**config.mk**
```make
export PLATFORM = sky130hd
export DESIGN_NAME = interrupt_capture
export DESIGN_NICKNAME = d
export VERILOG_FILES = /design/src/rtl/interrupt_capture.sv
export SDC_FILE = /design/constraint.sdc
export NUM_CORES = 1
export LEC_CHECK = 0
export CAP_MARGIN = 20
export CORE_ASPECT_RATIO = 0.6
export CORE_MARGIN = 4
export CORE_UTILIZATION = 62
export CTS_BUF_LIST = sky130_fd_sc_hd__clkbuf_8
export DETAILED_ROUTE_END_ITERATION = 12
export GPL_TIMING_DRIVEN = 0
export PLACE_DENSITY_LB_ADDON = 0.15
export SYNTH_ARGS = -nofsm -noshare
export SYNTH_HDL_FRONTEND = slang
export SYNTH_SLANG_ARGS = --single-unit
```
**constraint.sdc**
```tcl
create_clock -name clk -period 3.05 [get_ports clk]
set_clock_uncertainty 0.15 [all_clocks]
set_input_delay 0.61 -clock clk [delete_from_list [all_inputs] [get_ports clk]]
set_output_delay 0.61 -clock clk [all_outputs]
set_load 0.05 [all_outputs]
```
**src/rtl/interrupt_capture.sv**
```systemverilog
// -----------------------------------------------------------------------------
// interrupt_capture
//
// Front end of the interrupt path. Each raw peripheral line is brought into the
// clk domain through a two-flop synchroniser, debounced by a per-line counter,
// then gated by a per-line enable mask and turned into a request bit for the
// interrupt request/attention manager: a single-cycle pulse per accepted rising
// transition (edge mode) or a sustained request while the debounced line is
// high (level mode).
//
// Parameters
//   WIDTH     number of interrupt lines (bit 0 = highest priority downstream)
//   DEBOUNCE  consecutive synchronised cycles a new level must hold before it
//             is accepted (1..255)
//
// Ports
//   clk       system clock, rising edge
//   reset     asynchronous, active-low reset
//   irq_in    raw asynchronous interrupt lines, active high
//   we_mask   load mask_q from mask_in at this edge
//   mask_in   new enable mask, 1 = line enabled
//   we_mode   load mode_q from mode_in at this edge
//   mode_in   new per-line mode, 1 = rising edge, 0 = level
//   int_e     registered request bits to the interrupt manager
//   mask_q    current enable mask
//   mode_q    current mode
//   irq_stat  debounced line state, unmasked, for software polling
// -----------------------------------------------------------------------------
module interrupt_capture #(
  parameter int unsigned WIDTH    = 8,
  parameter int unsigned DEBOUNCE = 4
) (
  input  logic             clk,
  input  logic             reset,
  input  logic [WIDTH-1:0] irq_in,
  input  logic             we_mask,
  input  logic [WIDTH-1:0] mask_in,
  input  logic             we_mode,
  input  logic [WIDTH-1:0] mode_in,
  output logic [WIDTH-1:0] int_e,
  output logic [WIDTH-1:0] mask_q,
  output logic [WIDTH-1:0] mode_q,
  output logic [WIDTH-1:0] irq_stat
);

  // Counter value on which a still-disagreeing line is accepted: the current
  // cycle is the DEBOUNCE-th consecutive disagreement.
  localparam logic [7:0] CNT_LAST = 8'(DEBOUNCE - 1);

  logic [WIDTH-1:0] s1_q;
  logic [WIDTH-1:0] s2_q;
  logic [7:0]       cnt_q [WIDTH];

  logic [7:0]       cnt_d [WIDTH];
  logic [WIDTH-1:0] update;
  logic [WIDTH-1:0] stat_d;
  logic [WIDTH-1:0] int_d;

  // ---------------------------------------------------------------------------
  // Debounce and request generation. Mask and mode are the registered values,
  // so a config write at the same edge only influences the following edge.
  // ---------------------------------------------------------------------------
  always_comb begin
    // NOTE: every output of this block gets a default before any branch, so no
    // path leaves a value unassigned and no latch is inferred.
    update = '0;
    stat_d = irq_stat;
    int_d  = '0;
    for (int i = 0; i < WIDTH; i++) begin
      cnt_d[i] = '0;
      if (s2_q[i] != irq_stat[i]) begin
        if (cnt_q[i] == CNT_LAST) begin
          update[i] = 1'b1;
          stat_d[i] = s2_q[i];
        end else begin
          cnt_d[i] = cnt_q[i] + 8'd1;
        end
      end
      // Edge mode fires only on an accepted rise; level mode follows the
      // debounced state including any update happening at this edge.
      if (mode_q[i]) begin
        int_d[i] = mask_q[i] & update[i] & s2_q[i];
      end else begin
        int_d[i] = mask_q[i] & stat_d[i];
      end
    end
  end

  // ---------------------------------------------------------------------------
  // State registers.
  // ---------------------------------------------------------------------------
  always_ff @(posedge clk or negedge reset) begin
    if (!reset) begin
      s1_q     <= '0;
      s2_q     <= '0;
      irq_stat <= '0;
      int_e    <= '0;
      mask_q   <= '0;
      mode_q   <= '1;
      // NOTE: the counter array is reset element by element; it is a handful of
      // flops, not a RAM, and a partial count must not survive a reset.
      for (int i = 0; i < WIDTH; i++) begin
        cnt_q[i] <= '0;
      end
    end else begin
      // NOTE: non-blocking assignments keep s2_q reading the old s1_q, which is
      // what makes this a two-stage synchroniser rather than a wire.
      s1_q     <= irq_in;
      s2_q     <= s1_q;
      irq_stat <= stat_d;
      int_e    <= int_d;
      for (int i = 0; i < WIDTH; i++) begin
        cnt_q[i] <= cnt_d[i];
      end
      if (we_mask) begin
        mask_q <= mask_in;
      end
      if (we_mode) begin
        mode_q <= mode_in;
      end
    end
  end

endmodule

```
==> results of run 1 <==
==> final timing paths <==
check / end / startpoint / slack [ps] / cells after the start
max: mode_q[6] / mode_q[6] / 530 / 1
max in group asynchronous: mode_q[5] / reset / 1960 / 2
min in group clk: s2_q[7] / s1_q[7] / 210 / 0
min reg2reg: s2_q[7] / s1_q[7] / 210 / 0
max reg2reg: cnt_q[58] / cnt_q[56] / 960 / 4
min: cnt_q[55] / reset / 50 / 1
==> through the flow <==
stage | area [µm²] | hold slack (ps) | setup slack, ps | instances
2_1_floorplan | 4720 | 164 | 1260 | 427
3_3_place_gp | 5420 | 183 | -2850 | 588
3_5_place_dp | 5450 | 187 | 931 | 589
4_1_cts | 5660 | 44.5 | 512 | 605
5_1_grt | 5660 | 57.5 | 487 | 605
6_report | 5660 | 49.5 | 529 | 605
==> power groups by stage <==
stage	logic, W	clock network (W)	registers [W]
after global routing	0.00139	0.00102	0.00198
final	0.00128	0.000921	0.00194
after floorplan	0.000516	0	0.00228
after detailed placement	0.00128	0	0.00197
after global placement	0.00124	0	0.00196
after CTS	0.00129	0.000949	0.00194
==> synthesized netlist by cell type (all sizes together) <==
library cell / number / area (µm²)
a211o: 2 / 17.5
a21bo: 2 / 20.0
a21o: 5 / 37.5
a21oi: 32 / 160
and2: 2 / 12.5
clkbuf: 2 / 7.51
dfrtp: 104 / 2600
dfstp: 8 / 210
ha: 8 / 100
inv: 13 / 48.8
mux2: 19 / 214
mux2i: 3 / 30.0
nand2: 36 / 135
nand2b: 1 / 6.26
nand3: 39 / 195
nand4: 7 / 43.8
nor2: 38 / 143
nor2b: 1 / 6.26
nor3: 3 / 15.0
nor3b: 2 / 15.0
nor4: 2 / 12.5
nor4b: 3 / 26.3
o21ai: 29 / 145
o21ba: 1 / 10.0
o31ai: 1 / 7.51
or3: 28 / 175
or3b: 1 / 8.76
or4: 2 / 18.8
or4b: 2 / 27.5
xnor2: 12 / 105
xor2: 19 / 166
==> area by class of cell <==
type	count	area, µm²
Fill cell	498	1670
Inverter	13	48.8
Clock inverter	7	88.8
Timing Repair Buffer	58	596
Multi-Input combinational cell	300	1850
Buffer	2	7.51
Clock buffer	9	124
Tap cell	104	130
Sequential cell	112	2810
==> kinds of logic (layout without fill, tap and decap cells) <==
family / after synthesis / after routing
compound gates: 72 / 72
xor+xnor: 31 / 31
fa+ha+maj: 8 / 8
buf+inv: 15 / 89
flops: 112 / 112
mux: 22 / 22
simple gates: 167 / 167
==> flip-flops by register name, summed over array words and instances (netlist names) <==
register / count
cnt_q: 64
int_e: 8
irq_stat: 8
mask_q: 8
mode_q: 8
s1_q: 8
s2_q: 8
==> routing by layer <==
metal | track usage | up-vias | part of all wire
met5 | 0 | - | 0
li1 | - | 1640 | -
met2 | 0.352 | 68 | 0.49
met4 | 0.0691 | 0 | 0.010
met1 | 0.279 | 1671 | 0.46
met3 | 0.0571 | 9 | 0.039
==> run metrics, run 1 <==
Seq pwr share=0.469; adder-cell share of the synthesized area=0.0212; Setup Fix Bufs, Post-CTS=0; mux cell area share after synthesis=0.0517; Leak=2.43 nW; Peak Freq=397 MHz; vias in the first global route=3263; fin crit period=2520 ps; Sw Pwr=0.00150 W; H-tree levels=3; GRT overflow=0; slowest stage delay, CP=820 ps; chip width=121 µm; num rows=24; Fin. Hold Viols=0; Critical path buffers and inverters=1; Layout Utilization=0.773; post-route ant nets=0; Data required, critical path=2290 ps; DP HPWL=6.65 mm; slowest CP cell=clkdlybuf4s50_1; Placer Congestion=0.854; clock sinks=112; slew at the pin closest to its max-slew limit=694 ps; Mapped Nets=463; outcome=finished clean; total number of vias=3388; initial core utilization=0.645; DRC violation count after routing=0; WS Path Type=flip-flop to output pin; RSZ-0062 raised after global routing=no; Compound-Gate Fraction of Synth Area=0.0842; Simple-Gate Fraction of Synth Area=0.178; Slew Limit Headroom=0.538; Worst setup EP type=output pin; share of cells above drive strength 1=0.0998; FF+latch count, synth=112; critical path startpoint category=flip-flop; first-pass GRT wire length=15.0 mm; post-synthesis cell area=4720 µm²; internal power=0.00264 W; final setup vio count=0; post-DR wirelength/cell=15.0 µm; maxcap violations=0; largest net degree at the start of global routing=77; sequential area share after synthesis=0.595; hold buffer count at CTS=0; Total Routing Usage GR=0.212; Resized cells post-CTS=0; DR iter-0 viols=206; Die Span Y=75.6 µm; iteration count of the initial detailed-routing pass=4; CP Cell Sequence=clkdlybuf4s50_1; Slew Limit Fails=0; Port Buf Inserts=57; fin crit share=0.826; Clock Latency Late Sink=370 ps; TritonCTS clock tree=yes; syn_area_per_cell=11.1 µm²; commonest non-fill, non-tap cell in the layout=dfrtp_1; Power Density=731 nW/µm²; Sum Neg Setup Slack=0 ps; Root Driver=clkbuf_8; most frequent cells in the layout=104 x dfrtp_1, 56 x clkdlybuf4s50_1, 39 x nand3_1; Largest delay share family, worst path=buffers and inverters; Routed WL=9.07 mm; clk slew on worst S/H paths=90 ps; ant diodes=0; Yosys warnings=0; Comb power frac=0.309; Synth Area in XOR/XNOR=0.0575; Sw Share=0.362; Final nets=532; initial antenna violation count=0; Clock Tree Buf Depth=2; Netlist cell types=33; CTS Buf Count=9; post-DR vias/cell=5.60; I/O Pins=60; clock share of power=0.222; VDD IR max=0.494 mV; Layout area overhead=19.9%; CP Max Fanout=3; core area=7330 µm²; cells after synthesis=427; Hold Path Class=input pin to asynchronous set/reset pin; Power Total=0.00414 W; Total Die Area=9120 µm²; main combinational cell family by area after synthesis=simple AND/OR/NAND/NOR gates; Data arrival, critical path=1760 ps
Power figures use the tool's default switching activity.
==> run 2, diff against run 1 <==
--- a/config.mk
+++ b/config.mk
@@ -8,7 +8,7 @@
 export CAP_MARGIN = 20
 export CORE_ASPECT_RATIO = 0.6
 export CORE_MARGIN = 4
-export CORE_UTILIZATION = 62
+export CORE_UTILIZATION = 57
 export CTS_BUF_LIST = sky130_fd_sc_hd__clkbuf_8
 export DETAILED_ROUTE_END_ITERATION = 12
 export GPL_TIMING_DRIVEN = 0
==> constraint.sdc (replaced) <==
create_clock -name clk -period 2.4 [get_ports clk]
set_clock_uncertainty 0.15 [all_clocks]
set_input_delay 0.48 -clock clk [delete_from_list [all_inputs] [get_ports clk]]
set_output_delay 0.48 -clock clk [all_outputs]
set_load 0.05 [all_outputs]
==> run metrics, run 2 (synthesized netlist as in run 1, its figures left out) <==
outcome=finished clean; Comb power frac=0.309; Clock Latency Late Sink=370 ps; largest register by flop count=cnt_q; Worst setup EP type=output pin; slew at the pin closest to its max-slew limit=684 ps; CP Cell Sequence=clkdlybuf4s50_1; Root Driver=clkbuf_8; Total Routing Usage GR=0.194; initial antenna violation count=0; DRC violation count after routing=0; num rows=25; maxcap violations=0; post-route ant nets=0; slowest stage delay, CP=840 ps; clk slew on worst S/H paths=90 ps; Largest delay share family, worst path=buffers and inverters; most frequent cells in the layout=104 x dfrtp_1, 48 x clkdlybuf4s50_1, 39 x nand3_1; TritonCTS clock tree=yes; Port Buf Inserts=57; max reg flops=64; Data required, critical path=1770 ps; Fin. Hold Viols=0; fin crit share=0.960; vias in the first global route=3251; core area=7980 µm²; clock sinks=112; slowest CP cell=clkdlybuf4s50_1; fin crit period=2300 ps; Power Density=913 nW/µm²; RSZ-0062 raised after global routing=no; WS Path Type=flip-flop to output pin; Data arrival, critical path=1670 ps; final setup vio count=0; uppermost layer routed=met4; DP HPWL=6.37 mm; Setup Fix Bufs, Post-CTS=0; Peak Freq=434 MHz; Layout area overhead=20.5%; post-DR vias/cell=5.48; I/O Pins=60; Seq pwr share=0.475; placed cells=593; initial core utilization=0.592; Final nets=533; Die Span Y=78.5 µm; critical path startpoint category=flip-flop; Clock Tree Buf Depth=2; Total Die Area=9850 µm²; Routed WL=8.87 mm; Placer Congestion=0.875; final worst slack=96.6 ps; post-DR wirelength/cell=14.5 µm; share of cells above drive strength 1=0.104; Sw Share=0.363; Leak=2.50 nW; ant diodes=0; metal1 wirelength=4.39 mm; final cell count without fillers=610; total number of vias=3340; Hold Path Class=flip-flop to flip-flop; met3 routed WL=366 µm; DR iter-0 viols=207; chip width=126 µm; Critical path buffers and inverters=1; DP Worst Slack=340 ps; iteration count of the initial detailed-routing pass=4; VDD IR max=0.614 mV; clock share of power=0.216; CTS Buf Count=9; internal power=0.00331 W; Sw Pwr=0.00188 W; H-tree levels=3; CP Max Fanout=5; WL met2=4.03 mm; GRT overflow=0; largest net degree at the start of global routing=69; hold_ws=205 ps; first-pass GRT wire length=15.4 mm; Slew Limit Headroom=0.544; Slew Limit Fails=0; Layout Utilization=0.713; commonest non-fill, non-tap cell in the layout=dfrtp_1
-- run 2: cell count changes in the layout (fill, tap and decap cells not counted) --
cell             change
dlygate4sd3_1        +1
inv_6                -1
clkinv_2             +1
clkinvlp_4           +1
dlymetal6s2s_1       +8
inv_1                -2
bufinv_16            -1
clkbuf_8             +2
clkdlybuf4s50_1      -8
-- run 2: repair_timing --
| item | CTS | global route |
|---|---|---|
| setup endpoints to repair | 0 | 8 |
| gates resized for setup | 0 | 8 |
| endpoints found under the hold margin | 42 | 0 |
| hold buffers | 1 | 0 |
-- run 2: worst paths after layout --
path                              from     endpoint  slack (ps)  cells after the start
hold reg to reg                s1_q[4]      s2_q[4]         200                      0
hold / removal                 s1_q[4]      s2_q[4]         200                      0
min in group asynchronous        reset    cnt_q[51]         500                      2
setup reg to reg             cnt_q[16]    cnt_q[19]         300                      4
setup / recovery           irq_stat[6]  irq_stat[6]         100                      1
max in group asynchronous        reset    mode_q[7]         840                      3
-- run 2: layer usage --
metal,GRT usage,vias up
met5,0,-
met4,0.0379,0
met3,0.0639,8
met2,0.301,68
met1,0.271,1627
li1,-,1637
-- run 2: area by class of cell --
type	instances	area [µm²]
buffer	2	7.51
fill	584	2290
tap	108	135
timing repair buffer	59	626
clock buffer	11	151
clock inverter	5	55.1
sequential	112	2810
inverter	13	48.8
multi-input combinational	300	1850
-- run 2: stage by stage --
step	TNS, ps	area, µm²	total power [W]
6_report	0	5690	0.00519
2_1_floorplan	0	4720	0.00355
5_1_grt	0	5690	0.00551
3_5_place_dp	0	5450	0.00411
4_1_cts	0	5670	0.00525
3_3_place_gp	-375240	5430	0.00407
-- run 2: power by group through the flow --
stage	registers, W	logic (W)	clock network [W]
2_1_floorplan	0.00290	0.000655	0
3_3_place_gp	0.00249	0.00158	0
3_5_place_dp	0.00250	0.00161	0
4_1_cts	0.00246	0.00162	0.00116
5_1_grt	0.00251	0.00175	0.00125
6_report	0.00246	0.00161	0.00112
